$ cat config.mk
export PLATFORM = sky130hd
export DESIGN_NAME = uart_receiver
export DESIGN_NICKNAME = d
export VERILOG_FILES = /design/src/rtl/uart_receiver.sv
export SDC_FILE = /design/constraint.sdc
export NUM_CORES = 1
export LEC_CHECK = 0
export ABC_AREA = 1
export CAP_MARGIN = 5
export CORE_ASPECT_RATIO = 0.9
export CORE_MARGIN = 1
export CORE_UTILIZATION = 49
export DETAILED_ROUTE_END_ITERATION = 10
export GPL_TIMING_DRIVEN = 0
export HOLD_SLACK_MARGIN = 0.1
export PLACE_DENSITY = 0.68
export SLEW_MARGIN = 15
export SYNTH_ARGS = -nofsm -noshare
export SYNTH_HDL_FRONTEND = slang
export SYNTH_SLANG_ARGS = --single-unit
$ cat constraint.sdc
create_clock -name clock -period 1.7 [get_ports clock]
set_input_delay 0.34 -clock clock [delete_from_list [all_inputs] [get_ports clock]]
set_output_delay 0.34 -clock clock [all_outputs]
set_load 0.01 [all_outputs]
$ cat src/rtl/uart_receiver.sv
// UART receiver: synchronized line, start-edge detect, mid-bit sampling, LSB-first payload.
// Optional build macro UART_RX_MAJORITY_VOTE_EN: 2-of-3 vote around each sample point.
module uart_receiver #(
   parameter int DATA_BITS    = 20,
   parameter int CLKS_PER_BIT = 9
) (
   input  logic                 clock,
   input  logic                 reset,
   input  logic                 serialIn,
   output logic [DATA_BITS-1:0] message,
   output logic                 isValid,
   output logic                 framingErr,
   output logic                 busy
);

   localparam int HALF  = (CLKS_PER_BIT - 1) / 2;
   localparam int BIT_W = $clog2(DATA_BITS + 1);

`ifdef UART_RX_MAJORITY_VOTE_EN
   // Decisions land one count past the nominal point, so the counter must be able to reach CLKS_PER_BIT.
   localparam int CNT_W    = $clog2(CLKS_PER_BIT + 1);
   localparam int START_PT = HALF + 1;
   localparam int BIT_PT   = CLKS_PER_BIT;
   localparam int RELOAD   = 1;
`else
   localparam int CNT_W    = $clog2(CLKS_PER_BIT);
   localparam int START_PT = HALF;
   localparam int BIT_PT   = CLKS_PER_BIT - 1;
   localparam int RELOAD   = 0;
`endif

   typedef enum logic [1:0] {
      IDLE  = 2'd0,
      START = 2'd1,
      DATA  = 2'd2,
      STOP  = 2'd3
   } state_e;

   state_e               state_q, state_d;
   logic                 sync1_q, sync2_q, delay_q;
   logic [CNT_W-1:0]     cnt_q, cnt_d;
   logic [BIT_W-1:0]     bit_cnt_q, bit_cnt_d;
   logic [DATA_BITS-1:0] shift_q, shift_d;
   logic [DATA_BITS-1:0] msg_q, msg_d;
   logic                 valid_q, valid_d;
   logic                 ferr_q, ferr_d;

   logic                 fall;
   logic                 sample_bit;
   logic                 start_hit;
   logic                 bit_hit;
   logic                 last_bit;

`ifdef UART_RX_MAJORITY_VOTE_EN
   logic [1:0] hist_q;

   always_ff @(posedge clock) begin
      if (!reset) begin
         hist_q <= 2'b11;
      end else begin
         hist_q <= {hist_q[0], sync2_q};
      end
   end

   assign sample_bit = (hist_q[1] & hist_q[0]) | (hist_q[1] & sync2_q) | (hist_q[0] & sync2_q);
`else
   assign sample_bit = sync2_q;
`endif

   assign fall      = delay_q & ~sync2_q;
   assign start_hit = (cnt_q == CNT_W'(START_PT));
   assign bit_hit   = (cnt_q == CNT_W'(BIT_PT));
   assign last_bit  = (bit_cnt_q == BIT_W'(DATA_BITS - 1));

   // State register and all datapath flops.
   always_ff @(posedge clock) begin
      // NOTE: sequential state uses non-blocking assignments so every flop samples pre-edge values.
      if (!reset) begin
         state_q   <= IDLE;
         sync1_q   <= 1'b1;
         sync2_q   <= 1'b1;
         delay_q   <= 1'b1;
         cnt_q     <= '0;
         bit_cnt_q <= '0;
         shift_q   <= '0;
         msg_q     <= '0;
         valid_q   <= 1'b0;
         ferr_q    <= 1'b0;
      end else begin
         state_q   <= state_d;
         sync1_q   <= serialIn;
         sync2_q   <= sync1_q;
         delay_q   <= sync2_q;
         cnt_q     <= cnt_d;
         bit_cnt_q <= bit_cnt_d;
         shift_q   <= shift_d;
         msg_q     <= msg_d;
         valid_q   <= valid_d;
         ferr_q    <= ferr_d;
      end
   end

   // Next-state logic.
   always_comb begin
      // NOTE: a hold default ahead of the case keeps every path assigned, so no latch is inferred.
      state_d = state_q;
      case (state_q)
         IDLE:    if (fall) state_d = START;
         START:   if (start_hit) state_d = sample_bit ? IDLE : DATA;
         DATA:    if (bit_hit && last_bit) state_d = STOP;
         STOP:    if (bit_hit) state_d = IDLE;
         default: state_d = IDLE;
      endcase
   end

   // Datapath and output logic.
   always_comb begin
      cnt_d     = cnt_q + CNT_W'(1);
      bit_cnt_d = bit_cnt_q;
      shift_d   = shift_q;
      msg_d     = msg_q;
      valid_d   = 1'b0;
      ferr_d    = 1'b0;
      case (state_q)
         IDLE: begin
            cnt_d = '0;
         end
         START: begin
            if (start_hit) begin
               cnt_d     = CNT_W'(RELOAD);
               bit_cnt_d = '0;
            end
         end
         DATA: begin
            if (bit_hit) begin
               shift_d   = {sample_bit, shift_q[DATA_BITS-1:1]};
               cnt_d     = CNT_W'(RELOAD);
               bit_cnt_d = bit_cnt_q + BIT_W'(1);
            end
         end
         STOP: begin
            if (bit_hit) begin
               cnt_d = '0;
               if (sample_bit) begin
                  msg_d   = shift_q;
                  valid_d = 1'b1;
               end else begin
                  ferr_d = 1'b1;
               end
            end
         end
         default: begin
            cnt_d = '0;
         end
      endcase
   end

   assign busy       = (state_q != IDLE);
   assign message    = msg_q;
   assign isValid    = valid_q;
   assign framingErr = ferr_q;

endmodule

==> metrics.md <==
| Metric | Value |
|---|---|
| Critical path's slowest cell | clkdlybuf4s50_1 |
| TritonCTS clock tree | done |
| Wire length per cell | 11.01 µm |
| Slew @ Worst Pin | 0.3804 ns |
| Seq/Total Area, Yosys | 52.55% |
| Layout cells sized above 1 | 10.20% |
| Final min period | 1.543 ns |
| GRT overflow | 0 |
| RD Place Congestion | 0.8036 |
| Worst Clk Skew | 0.006389 ns |
| Number of max-cap violations | 0 |
| Fin. max-slew vios | 0 |
| Yosys cell types | 26 |
| F_max | 648.2 MHz |
| Core Footprint | 0.004129 mm² |
| Mean post-synth cell area | 7.872 µm² |
| Final Non-Filler Cells | 352 |
| Clock transition at the registers of the reported paths | 0.09 ns |
| Router iterations before antenna repair | 4 |
| Crit path largest cell delay | 0.55 ns |
| FILL cells | 403 |
| Element type at the critical path end | primary output |
| CTS Hold Bufs | 0 |
| Synthesized area | 0.002133 mm² |
| DRT iter0 DRCs | 96 |
| Synth Area in Compound Gates | 12.90% |
| Total vias in the final route | 1696 |
| Mapped Cells | 271 |
| I/O Buffers | 25 |
| TritonCTS Buffers | 5 |
| Clk pwr share | 34.0% |
| Mux contribution to synthesized area | 0% |
| Via count of the first global-routing pass | 1552 |
| Largest cells by area after synthesis | dfxtp_1 53%, nor2_1 17%, o21ai_0 8.7% |
| Synth cell count leaders | 94 x nor2_1, 56 x dfxtp_1, 37 x o21ai_0 |
| Synthesized net count | 277 |
| Status | complete, no violations |
| # DRC | 0 |
| RSZ-0062 raised after global routing | false |
| Placed Cells | 344 |
| Synth area leader | dfxtp_1 |
| DRT antenna net count | 0 |
| Logic pwr share | 4.2% |
| Ys async rst share | 0% |
| Setup violators final | 0 |
| IR drop worst, VDD | 566.7 µV |
| Crit path cell chain | clkdlybuf4s50_1 |
| Area grow syn2layout | 18.89% |
| IO Count | 26 |
| Post-synth top area share | 52.55% |
| Tcrit/Tclk final | 90.75% |
| FF+latch area | 0.001124 mm² |
| CTS max path bufs | 2 |
| Postcts setup bufs | 0 |
| Nets@finish | 309 |
| Placed standard-cell area | 0.002444 mm² |
| Max FO, Critical Path | 2 |
| Flop pwr share | 61.8% |
| Initial Utilization | 51.67% |
| Synth Area in Adders | 1.760% |
| Final instance area | 0.002536 mm² |
| Initial antenna violation count | 0 |
| Setup crit start kind | register |
| Die area | 0.004622 mm² |
| Rows | 22 |
| CP Buf/Inv Count | 1 |
| Sink Count | 56 |
| First-pass GRT wire length | 6844 µm |
| Largest net degree at the start of global routing | 16 |
| Count leader, synth | nor2_1 |
| Total routed wirelength | 3876 µm |
| Post-detail-place hpwl | 2637 µm |
| Detailed-route vias per instance | 4.818 |
| Switching power | 0.0004646 W |
| Post-synth top flop | dfxtp_1 |
| WP data required | 1.36 ns |
| PwrDens | 847.1 mW/mm² |
| Die X | 71.55 µm |
| Sw Share | 21.63% |
| Worst slew margin | 74.64% |
| Critical path arrival | 1.20 ns |
| Lkg Pwr | 1.062 nW |
| #FFs+latches synth | 56 |
| GR Util All Layers | 19.16% |
| H-tree Lvls | 2 |
| Worst min-delay path category | register to register |
| Fin. Hold Viols | 0 |
| Largest family of logic cells by synthesized area | simple AND/OR/NAND/NOR gates |
| EDFF count, synth | 0 |
| Crit path kind | register to primary output |
| Post-Synth Simple-Gate Area | 24.87% |
| Top Family by Delay on Critical Path | buffers and inverters |
| Cell internal pwr | 0.001684 W |
| Hold slack | 0.4182 ns |
| Yosys warnings | 0 |
| Clock root buffer master | clkbuf_8 |
| Antenna cells | 0 |
| Multi-input logic area | 860.8 µm² |
| Clk Latency, worst-skew pair | 0.31 ns |
| Die Ht | 64.60 µm |
| Synth Area in XOR/XNOR | 0.8211% |
[power by group through the flow]
stage / sequential (W) / combinational, W / clock [W]
after detailed placement: 0.00136 / 0.0000921 / 0
final: 0.00133 / 0.0000894 / 0.000731
after CTS: 0.00133 / 0.0000901 / 0.000755
after floorplan: 0.00136 / 0.0000642 / 0
after global placement: 0.00136 / 0.0000918 / 0
after global routing: 0.00133 / 0.000102 / 0.000812
[repair_timing]
item | in CTS | in global routing
setup endpoints to repair | 1 | 10
endpoints found under the hold margin | 0 | 0
resized for setup | 3 | 2
[cells in the final DEF, fill, tap and decap left out]
cell / synthesis / final
nand3_1: 7 / 7
clkdlybuf4s50_1: 0 / 24
buf_1: 1 / 1
dfxtp_2: 0 / 2
buf_4: 2 / 2
o21ai_0: 37 / 37
buf_6: 4 / 4
ha_1: 3 / 3
xor2_1: 1 / 1
xnor2_1: 1 / 1
nor3_4: 1 / 1
and3_1: 1 / 1
buf_2: 1 / 1
clkbuf_1: 4 / 5
clkbuf_2: 0 / 1
inv_1: 14 / 14
nor3_1: 2 / 2
inv_2: 4 / 4
a21oi_1: 7 / 7
nor2_1: 94 / 94
clkbuf_8: 0 / 6
or2_2: 2 / 2
nand2_1: 15 / 15
a21oi_2: 1 / 1
nand2_2: 2 / 2
dlygate4sd2_1: 0 / 1
dfxtp_1: 56 / 54
o21ai_1: 6 / 6
o21ai_4: 1 / 1
nor2_2: 3 / 3
nand3_2: 1 / 1
[kinds of logic (layout without fill, tap and decap cells)]
family / Yosys count / in the layout
AOI/OAI and AO/OA: 52 / 52
xor gates and xnor gates: 2 / 2
adders and majority gates: 3 / 3
buffers and inverters: 30 / 63
DFF: 56 / 56
and+or+nand+nor: 128 / 128
[stage by stage]
step | power [W] | worst slack, ns | utilization [%] | TNS, ns
after global placement | 0.001449 | -0.01027 | 59.18 | -0.01027
after detailed placement | 0.001450 | -0.02449 | 59.18 | -0.02449
after global routing | 0.002244 | 0.07759 | 61.42 | 0
final | 0.002148 | 0.1573 | 61.42 | 0
after CTS | 0.002173 | 0.1049 | 61.39 | 0
after floorplan | 0.001420 | 0.4060 | - | 0
[worst paths after layout]
kind	slack, ns	startpoint	cells past startpoint	endpoint
worst min-delay path	0.42	sync1_q$_SDFF_PN1_	1	sample_bit$_SDFF_PN1_
worst min register to register	0.42	sync1_q$_SDFF_PN1_	1	sample_bit$_SDFF_PN1_
worst max-delay path	0.16	message[19]$_SDFFE_PN0P_	1	message[19]
worst max register to register	0.18	cnt_q[0]$_SDFF_PN0_	7	bit_cnt_q[1]$_SDFFE_PN0P_
[layer usage]
layer / up-vias / wire, µm / GRT usage, %
met5: - / 0 / 0
li1: 923 / - / -
met3: 8 / 161 / 6.843
met2: 32 / 1506 / 28.33
met4: 0 / 76 / 5.882
met1: 733 / 2132 / 26.23
[final cells by class]
class | count | area share, %
buffer | 12 | 3.355
clock buffer | 8 | 3.552
multi-input combinational | 185 | 33.94
timing repair buffer | 25 | 9.817
inverter | 18 | 2.664
sequential | 56 | 44.30
tap | 48 | 2.368
[flip-flops by register name, summed over array words and instances (netlist names), named ones only]
| register | flops |
|---|---|
| state_q | 1 |
| cnt_q | 4 |
| framingErr | 1 |
| message | 20 |
| sample_bit | 1 |
| bit_cnt_q | 5 |
| delay_q | 1 |
| shift_q | 20 |
| isValid | 1 |
| sync1_q | 1 |
Power figures use the tool's default switching activity.
